==> src/rtl/cla_pkg.sv <==
// Shared types and helpers for the pipelined carry-lookahead add/sub unit.
package cla_pkg;

  localparam int unsigned DefWidth  = 32;
  localparam int unsigned DefStages = 4;
  // Widest operand the saturation helper can describe.
  localparam int unsigned MaxWidth  = 128;

  typedef struct packed {
    logic carry_out;
    logic overflow;
    logic lt;
    logic ltu;
    logic neq;
  } cla_flags_t;

  // Signed max (neg=0) or signed min (neg=1) for a given width, LSB-aligned.
  function automatic logic [MaxWidth-1:0] sat_limit(input int unsigned width, input logic neg);
    logic [MaxWidth-1:0] lim;
    lim = '0;
    for (int unsigned i = 0; i < MaxWidth; i++) begin
      if (i + 1 < width) begin
        lim[i] = ~neg;
      end else if (i + 1 == width) begin
        lim[i] = neg;
      end
    end
    return lim;
  endfunction

endpackage

==> src/rtl/cla_segment.sv <==
// Combinational SEG-bit carry-lookahead slice; every carry is a flat
// generate/propagate sum of products rather than a ripple chain.
module cla_segment #(
  parameter int unsigned SEG = 8
) (
  input  logic [SEG-1:0] a,
  input  logic [SEG-1:0] b,
  input  logic           cin,
  output logic [SEG-1:0] sum,
  output logic           cout,
  output logic           cmsb
);

  logic [SEG-1:0] g;
  logic [SEG-1:0] p;
  logic [SEG:0]   c;
  logic           acc;
  logic           pp;

  // Lookahead carries: c[i+1] = g[i] | p[i]g[i-1] | ... | p[i..0]cin.
  always_comb begin
    g   = a & b;
    p   = a ^ b;
    c   = '0;
    acc = 1'b0;
    pp  = 1'b0;
    c[0] = cin;
    for (int i = 0; i < int'(SEG); i++) begin
      acc = g[i];
      pp  = p[i];
      for (int j = i - 1; j >= 0; j--) begin
        acc = acc | (pp & g[j]);
        pp  = pp & p[j];
      end
      c[i+1] = acc | (pp & cin);
    end
    sum  = p ^ c[SEG-1:0];
    cout = c[SEG];
    cmsb = c[SEG-1];
  end

endmodule

==> src/rtl/pipelined_cla_addsub.sv <==
// Pipelined carry-lookahead add/subtract with flags and a valid/ready handshake.
// One SEG-bit segment resolves per stage; the last stage register is the output.
// Optional saturation is enabled by defining CLA_ADDSUB_SAT_EN.
module pipelined_cla_addsub
  import cla_pkg::*;
#(
  parameter int unsigned WIDTH  = DefWidth,
  parameter int unsigned STAGES = DefStages
) (
  input  logic             clock,
  input  logic             reset_n,
  input  logic             in_valid,
  output logic             in_ready,
  input  logic [WIDTH-1:0] input_a,
  input  logic [WIDTH-1:0] input_b,
  input  logic             subtract_ctrl,
`ifdef CLA_ADDSUB_SAT_EN
  input  logic             sat_ctrl,
`endif
  output logic             out_valid,
  input  logic             out_ready,
  output logic [WIDTH-1:0] sum,
  output logic             carry_out,
  output logic             overflow,
  output logic             lt,
  output logic             ltu,
  output logic             neq
);

  localparam int unsigned SEG  = WIDTH / STAGES;
  localparam int unsigned Last = STAGES - 1;

  logic adv;
  logic sat_in;

  // Per-stage registers; a/b/sub/sat are skew, res is de-skew.
  logic [STAGES-1:0] valid_q, valid_d, carry_q, carry_d, neq_q, neq_d;
  logic [STAGES-1:0] sub_q, sub_d, sat_q, sat_d;
  logic [WIDTH-1:0]  a_q [STAGES];
  logic [WIDTH-1:0]  a_d [STAGES];
  logic [WIDTH-1:0]  b_q [STAGES];
  logic [WIDTH-1:0]  b_d [STAGES];
  logic [WIDTH-1:0]  res_q [STAGES];
  logic [WIDTH-1:0]  res_d [STAGES];
  cla_flags_t        flags_q, flags_d;

  // Stage inputs: the ports for stage 0, the previous stage register otherwise.
  logic [STAGES-1:0] st_valid, st_sub, st_sat, st_cin, st_neq;
  logic [WIDTH-1:0]  st_a   [STAGES];
  logic [WIDTH-1:0]  st_b   [STAGES];
  logic [WIDTH-1:0]  st_res [STAGES];
  logic [SEG-1:0]    seg_sum [STAGES];
  logic [STAGES-1:0] seg_cout, seg_cmsb;
  logic              ovf;
  logic              msb;

`ifdef CLA_ADDSUB_SAT_EN
  assign sat_in = sat_ctrl;
`else
  assign sat_in = 1'b0;
`endif

  // A full output that is not being drained freezes the whole pipe, bubbles included.
  assign adv      = ~valid_q[Last] | out_ready;
  assign in_ready = adv;

  for (genvar k = 0; k < STAGES; k++) begin : g_stage
    if (k == 0) begin : g_first
      assign st_valid[k] = in_valid;
      assign st_a[k]     = input_a;
      assign st_b[k]     = input_b;
      assign st_sub[k]   = subtract_ctrl;
      assign st_sat[k]   = sat_in;
      assign st_cin[k]   = subtract_ctrl;
      assign st_neq[k]   = 1'b0;
      assign st_res[k]   = '0;
    end else begin : g_rest
      assign st_valid[k] = valid_q[k-1];
      assign st_a[k]     = a_q[k-1];
      assign st_b[k]     = b_q[k-1];
      assign st_sub[k]   = sub_q[k-1];
      assign st_sat[k]   = sat_q[k-1];
      assign st_cin[k]   = carry_q[k-1];
      assign st_neq[k]   = neq_q[k-1];
      assign st_res[k]   = res_q[k-1];
    end

    cla_segment #(
      .SEG (SEG)
    ) u_seg (
      .a    (st_a[k][k*SEG +: SEG]),
      .b    (st_b[k][k*SEG +: SEG] ^ {SEG{st_sub[k]}}),
      .cin  (st_cin[k]),
      .sum  (seg_sum[k]),
      .cout (seg_cout[k]),
      .cmsb (seg_cmsb[k])
    );
  end

  // Next state: insert each segment result and derive the flags in the last stage.
  always_comb begin
    for (int k = 0; k < int'(STAGES); k++) begin
      valid_d[k] = st_valid[k];
      a_d[k]     = st_a[k];
      b_d[k]     = st_b[k];
      sub_d[k]   = st_sub[k];
      sat_d[k]   = st_sat[k];
      carry_d[k] = seg_cout[k];
      neq_d[k]   = st_neq[k] | (st_a[k][k*SEG +: SEG] != st_b[k][k*SEG +: SEG]);
      res_d[k]   = st_res[k];
      res_d[k][k*SEG +: SEG] = seg_sum[k];
    end
    ovf = seg_cmsb[Last] ^ seg_cout[Last];
    msb = seg_sum[Last][SEG-1];
    flags_d.carry_out = seg_cout[Last];
    flags_d.overflow  = ovf;
    flags_d.lt        = st_sub[Last] & (ovf ^ msb);
    flags_d.ltu       = st_sub[Last] & ~seg_cout[Last];
    flags_d.neq       = neq_d[Last];
    // On overflow the wrapped sign is inverted: wrapped MSB=1 means a true positive.
    if (st_sat[Last] && ovf) begin
      res_d[Last] = WIDTH'(sat_limit(WIDTH, ~msb));
    end
  end

  // Stage registers advance together under the global enable.
  always_ff @(posedge clock or negedge reset_n) begin
    if (!reset_n) begin
      valid_q <= '0;
      carry_q <= '0;
      neq_q   <= '0;
      sub_q   <= '0;
      sat_q   <= '0;
      flags_q <= '0;
      for (int k = 0; k < int'(STAGES); k++) begin
        a_q[k]   <= '0;
        b_q[k]   <= '0;
        res_q[k] <= '0;
      end
    end else if (adv) begin
      valid_q <= valid_d;
      carry_q <= carry_d;
      neq_q   <= neq_d;
      sub_q   <= sub_d;
      sat_q   <= sat_d;
      flags_q <= flags_d;
      for (int k = 0; k < int'(STAGES); k++) begin
        a_q[k]   <= a_d[k];
        b_q[k]   <= b_d[k];
        res_q[k] <= res_d[k];
      end
    end
  end

  assign out_valid = valid_q[Last];
  assign sum       = res_q[Last];
  assign carry_out = flags_q.carry_out;
  assign overflow  = flags_q.overflow;
  assign lt        = flags_q.lt;
  assign ltu       = flags_q.ltu;
  assign neq       = flags_q.neq;

endmodule
==> config.mk <==
export PLATFORM = sky130hd
export DESIGN_NAME = pipelined_cla_addsub
export DESIGN_NICKNAME = d
export VERILOG_FILES = /design/src/rtl/cla_pkg.sv /design/src/rtl/cla_segment.sv /design/src/rtl/pipelined_cla_addsub.sv
export SDC_FILE = /design/constraint.sdc
export NUM_CORES = 1
export LEC_CHECK = 0
export CAP_MARGIN = 20
export CORE_ASPECT_RATIO = 1.1
export CORE_MARGIN = 3
export CORE_UTILIZATION = 51
export DETAILED_ROUTE_END_ITERATION = 8
export PLACE_DENSITY = 0.77
export SETUP_SLACK_MARGIN = 0.05
export SYNTH_ARGS = -nofsm -noshare
export SYNTH_HDL_FRONTEND = slang
export SYNTH_SLANG_ARGS = --single-unit
==> constraint.sdc <==
create_clock -name clock -period 2 [get_ports clock]
set_input_delay 0.3 -clock clock [delete_from_list [all_inputs] [get_ports clock]]
set_output_delay 0.3 -clock clock [all_outputs]
set_load 0.01 [all_outputs]
## After elaboration in Yosys (flattened, before gate mapping)

Index checks and enable logic that the tools add are counted.

| storage, ports and cells | value |
|---|---|
| register bits after elaboration | 290 |
| latch bits | 0 |
| memory bits (writable) | 0 |
| memory bits (read-only) | 0 |
| bits of input ports | 69 |
| output and inout port bits | 39 |
| logic and storage cells | 449 |
| memories | 0 |

| operators by class | value |
|---|---|
| add/sub/neg operators | 0 |
| multipliers | 0 |
| div/mod/pow operators | 0 |
| magnitude comparators | 0 |
| eq/ne operators | 4 |
| shifts and indexed selects | 0 |
| mux-type cells | 0 |
| bitwise gates (word level) | 426 |
| reduce and logical (&&, ||, !) cells | 0 |

Operators with widths:

| operator | number |
|---|---|
| 1-bit bitwise AND | 258 |
| 1-bit bitwise OR | 148 |
| 8-bit XOR | 12 |
| 8-bit bitwise AND | 4 |
| 8-bit != test | 4 |
| 1-bit NOT | 2 |
| 1-bit XOR | 2 |

## Logic depth before layout (Yosys ltp)

| logic depth | value |
|---|---|
| word-level depth | 14 |
| gate-level depth with buffers | 8 |
| mapped depth without buffers | 7 |

## Modules after synthesis

A second synthesis with hierarchy kept.

| second synthesis, totals | value |
|---|---|
| cells, all modules | 1,068 |
| area, all modules | 9,396.5 um^2 |

Modules (own cells, without submodules):

| module | times used | cells an instance | area an instance (um^2) | sequential area each (um^2) |
|---|---|---|---|---|
| pipelined_cla_addsub | 1 | 894 | 7,932.6 | 4,854.7 |
| cla_segment at g_stage[1].u_seg ... | 3 | 41 | 357.8 | 0.0 |
| cla_segment at g_stage[0].u_seg | 1 | 51 | 390.4 | 0.0 |

## Least setup slack after synthesis

Ideal clock, no wire load.

| timing | value |
|---|---|
| path kind | flip-flop to flip-flop |
| from | reg sub_q[2] |
| to | reg flags_q, in the netlist lt |
| library setup time | 0.126 ns |
| data arrival time | 1.943 ns |
| required time | 1.874 ns |
| path slack | -0.069 ns |
| stages on the path, launching flop included | 9 |
| period minus slack after synthesis | 2.069 ns |
| cells stage by stage | dfrtp_1 > buf_2 > xor2_1 > ha_1 > a21oi_1 > a21oi_1 > nor2_1 > o21ai_0 > a221o_1 |

| between the ends | value |
|---|---|
| longest elaborated chain between the ends | 14 |

Ends and longest elaborated chain:

| item | line | RTL |
|---|---|---|
| start: declaration | pipelined_cla_addsub.sv:38 | `logic [STAGES-1:0] sub_q, sub_d, sat_q, sat_d;` |
| start signal: assignment | pipelined_cla_addsub.sv:144 | `sub_q <= sub_d;` |
| 8-bit XOR | pipelined_cla_addsub.sv:92 | `.b (st_b[k][k*SEG +: SEG] ^ {SEG{st_sub[k]}}),` |
| 8-bit XOR or 8-bit bitwise AND (tied branches) | cla_segment.sv:23, cla_segment.sv:22 |  |
| 1-bit bitwise AND (on tied branches) | cla_segment.sv:32, cla_segment.sv:33 |  |
| 1-bit bitwise OR (tied with other cells) (6 in a row) | cla_segment.sv:32 | `acc = acc \| (pp & g[j]);` |
| 1-bit bitwise OR or 1-bit bitwise AND (tied branches) | cla_segment.sv:32, cla_segment.sv:35 |  |
| 1-bit bitwise OR | cla_segment.sv:35 | `c[i+1] = acc \| (pp & cin);` |
| 1-bit XOR | pipelined_cla_addsub.sv:113 | `ovf = seg_cmsb[Last] ^ seg_cout[Last];` |
| 1-bit XOR | pipelined_cla_addsub.sv:117 | `flags_d.lt = st_sub[Last] & (ovf ^ msb);` |
| 1-bit bitwise AND (*) | pipelined_cla_addsub.sv:117 |  |
| end signal: assignment | pipelined_cla_addsub.sv:146 | `flags_q <= flags_d;` |
| end: declaration | pipelined_cla_addsub.sv:45 | `cla_flags_t flags_q, flags_d;` |

Mark *: on every way between the ends. The rest lies on a longest branch, timed or not.
A chain may end at the register's enable or synchronous reset.

## Final worst setup path

| timing | value |
|---|---|
| from | reg sub_q[0] |
| to | reg carry_q[1] |

| between the ends | value |
|---|---|
| longest elaborated chain between the ends | 11 |

Ends and longest elaborated chain:

| item | line | RTL |
|---|---|---|
| 8-bit XOR (*) | pipelined_cla_addsub.sv:92 |  |
| 8-bit XOR or 8-bit bitwise AND (tied branches) | cla_segment.sv:23, cla_segment.sv:22 |  |
| 1-bit bitwise AND (on tied branches) | cla_segment.sv:32, cla_segment.sv:33 |  |
| 1-bit bitwise OR (tied with other cells) (6 in a row) | cla_segment.sv:32 |  |
| 1-bit bitwise OR or 1-bit bitwise AND (tied branches) | cla_segment.sv:32, cla_segment.sv:35 |  |
| 1-bit bitwise OR (*) | cla_segment.sv:35 |  |
| end signal: assignment | pipelined_cla_addsub.sv:142 | `carry_q <= carry_d;` |
| end: declaration | pipelined_cla_addsub.sv:37 | `logic [STAGES-1:0] valid_q, valid_d, carry_q, carry_d, neq_q, neq_d;` |

Marked as above.

==> metrics.cfg <==
[power_and_ir_drop]
pwr-share-seq = 0.325
p_clk_frac = 0.157
vdd_drop_max_mv = 0.8281
swShare = 0.3787
power_switching_uw = 8004
p_leak_uw = 0.005870
power_uw = 21140
p_int_uw = 13130
combPwrFrac = 0.518
power_density_mw_per_mm2 = 1770

[synthesis]
synth_top_cell_area_share = 0.5336
synth_simple_gate_area_frac = 0.2404
synthAdderAreaFrac = 0.05199
synth_edf_count = 0
ys_seq_elements = 194
synth-xor-area-share = 0.08376
syn_inst = 1011
ys_warn_count = 0
synth_top_cells_by_count = nand2_1, dfrtp_1, xor2_1, a21oi_1
synth_top_family_by_area = simple AND/OR/NAND/NOR gates
syn_nets = 1116
synth_mux_area_frac = 0.003576
syn_area_mm2 = 0.009097
yosysMostFrequentCell = nand2_1
yosys.area.top_type = dfrtp_1
synth_compound_area_frac = 0.05955
syn_avg_cell_area_um2 = 8.998
synth_cell_types = 49
synth-main-ff-cell = dfrtp_1
synthArstFlopShare = 1.000
synthTopCellsByArea = dfrtp_1, nand2_1, xor2_1
ys_seq_area_frac = 0.5336

[drt]
viasPerCell = 5.011
wl_met3_um = 636
top_layer_used = met4
drt-wirelength-per-cell_um = 13.65
drt_pass1_iterations = 5
wl_met2_um = 9859
drtAntennaViolNets = 0
drt-total-wl_um = 19440
drtIter0Drc = 351
met1_length_um = 8441
drc = 0
vias = 7136

[global_route]
grt_max_degree = 67
first_global_vias = 6995
gr-total-overflow = 0
grt_first_pass_wirelength_um = 32990
grtUsageTotal = 0.2069
antenna_found_initial = 0

[worst_setup_path]
cp_common_cell = buf_6
crit_path_end_kind = flip-flop
arrival_ns = 2.41
path_cells = buf_6 > buf_6 > xor2_2 > ha_2 > a21o_1 > a21o_1 > a41oi_4 > buf_6 > nand2b_4 > a21oi_2
crit_required_ns = 2.31
crit_path_top_delay_cell = dfrtp_2
worstSetupPathType = flip-flop to flip-flop
path_max_fanout = 6
start_kind = flip-flop
cp_slowest_stage_delay_ns = 0.48

[sta]
timing.fmax_mhz = 475.9
finalSetupViolCount = 11
hold_viol = 0
post-route-period-util = 1.051
slew_viol_final = 0
worst_pin_slew_ns = 0.4945
slew_headroom = 0.6673
rsz0062_at_grt = yes
finalWorstSetupSlack_ns = -0.1015
skew_ns = 0.007545
final.min_clock_period_ns = 2.101

[flow_run]
max-cap-violations = 0

[floorplanning]
ios = 108
dieWidth_um = 133.3
fp.coreArea_mm2 = 0.01727
die_h_um = 146.1
die_area_mm2 = 0.01948
start_util = 0.5269
rows = 50

[clocking]
clockBufferDepth = 2
cts.sinks = 194
numCtsBuffers = 17
ctsRootBufferMaster = clkbuf_16
cts_tree = built
clk_pin_slew_ns = 0.07
clk_latency_ns = 0.43
cts_max_level = 4

[final_layout]
final_area_mm2 = 0.01194
syn_to_final_growth_pct = 31.27
drive_gt1_frac = 0.1437
nFillCells = 1345
multi_input_area_mm2 = 0.004272
layout.cells.non_filler = 1424
nets = 1283
ff_latch_area_mm2 = 0.004858
antennaDiodeCount = 0

[placement]
dp.cells = 1381
portBuffers = 107
postPlaceCellArea_mm2 = 0.01097
gp_congestion = 0.8581
hpwl_um = 13420

[status]
violations = setup timing
run_status = complete, but fails checks

[worst_hold_path]
hold_path.class = primary input to async pin

what timing repair did:
| action | 4_1_cts | 5_1_grt |
|---|---|---|
| hold endpoints to repair | 46 | 0 |
| pin swaps | 39 | 41 |
| setup buffers | 7 | 4 |
| resized for setup | 32 | 39 |
| endpoints found under the setup margin | 23 | 27 |
| hold buffers | 1 | 0 |
kinds of logic (layout without fill, tap and decap cells):
family	after synthesis	count (layout)
DFF	194	194
adders and majority gates	36	36
and+or+nand+nor	547	547
AOI/OAI and AO/OA	84	84
xor gates and xnor gates	87	87
muxes	3	3
buffers and inverters	60	239
flip-flops by register name, indices dropped and copies added, names as in the netlist:
name       flops
a_d           48
b_d           48
carry_out      1
carry_q        3
lt             1
ltu            1
neq            1
neq_q          3
overflow       1
res_d         24
res_q         24
sub_q          3
sum           32
valid_q        4
power by group through the flow:
| stage | clock [uW] | sequential, uW | combinational (uW) |
|---|---|---|---|
| floorplan | 0 | 6750 | 6030 |
| global placement | 0 | 6820 | 9210 |
| detailed placement | 0 | 6890 | 9520 |
| finish | 3320 | 6880 | 10900 |
| CTS | 3390 | 6850 | 10200 |
| global route | 3560 | 7100 | 12200 |
placed cells by master, fill, tap and decap left out, types with 4 or more instances in the layout:
cell type,n
clkdlybuf4s50_1,100
nand4b_1,4
nand3_1,9
o21ai_2,6
a21oi_1,28
clkbuf_16,17
a21oi_2,8
inv_1,12
nand4_1,6
o21ai_1,5
ha_1,27
nor2_1,32
nor3_1,5
nand2_1,461
o21ai_0,7
clkbuf_1,4
buf_6,7
xor2_1,51
buf_12,10
nor4_1,5
xnor2_1,26
a21o_1,6
nor3b_1,4
xor2_2,7
buf_4,70
dfrtp_1,191
per-stage QoR:
step / hold slack, ns / worst slack, ns / TNS, ns / util
global placement: 0.3011 / -0.4458 / -2.601 / 0.6353
finish: 0.3954 / -0.1015 / -0.5270 / 0.6917
global route: 0.3820 / -0.1889 / -1.521 / 0.6917
CTS: 0.3814 / -0.08017 / -0.2675 / 0.6788
detailed placement: 0.2985 / -0.5435 / -3.575 / 0.6353
floorplan: 0.004409 / -0.01540 / -0.01540 / -
area by class of cell:
type / instances / area share
Clock buffer: 23 / 0.03918
Clock inverter: 8 / 0.008800
Inverter: 13 / 0.004505
Multi-Input combinational cell: 757 / 0.3577
Sequential cell: 194 / 0.4068
Tap cell: 234 / 0.02452
Timing Repair Buffer: 195 / 0.1585
worst paths after layout:
check                           slack (ns)  cells after the start            startpoint                      to
max in group asynchronous             0.98                      3               reset_n     b_d[86]$_DFFE_PN0P_
min in group clock                    0.40                      3           input_b[27]     b_d[91]$_DFFE_PN0P_
worst min register to register        0.46                      2    sum[9]$_DFFE_PN0P_      sum[9]$_DFFE_PN0P_
worst max-delay path                 -0.10                     10  sub_q[0]$_DFFE_PN0P_  carry_q[1]$_DFFE_PN0P_
worst min-delay path                  0.40                      2               reset_n   res_q[33]$_DFFE_PN0P_
worst max register to register       -0.10                     10  sub_q[0]$_DFFE_PN0P_  carry_q[1]$_DFFE_PN0P_
metal layers:
layer | GRT usage | up-vias
met5 | 0 | -
met4 | 0.08076 | 0
met3 | 0.03653 | 38
met2 | 0.3493 | 134
met1 | 0.2668 | 3402
li1 | - | 3562
critical path, delay by kind of cell (launching register included):
| kind | cells | cell delay (ns) |
|---|---|---|
| AOI/OAI and AO/OA | 4 | 0.62 |
| xor gates and xnor gates | 1 | 0.16 |
| adders and majority gates | 1 | 0.19 |
| buffers and inverters | 3 | 0.40 |
| DFF | 1 | 0.48 |
| and+or+nand+nor | 1 | 0.11 |
Note: power is estimated with default switching activity, not from simulation.
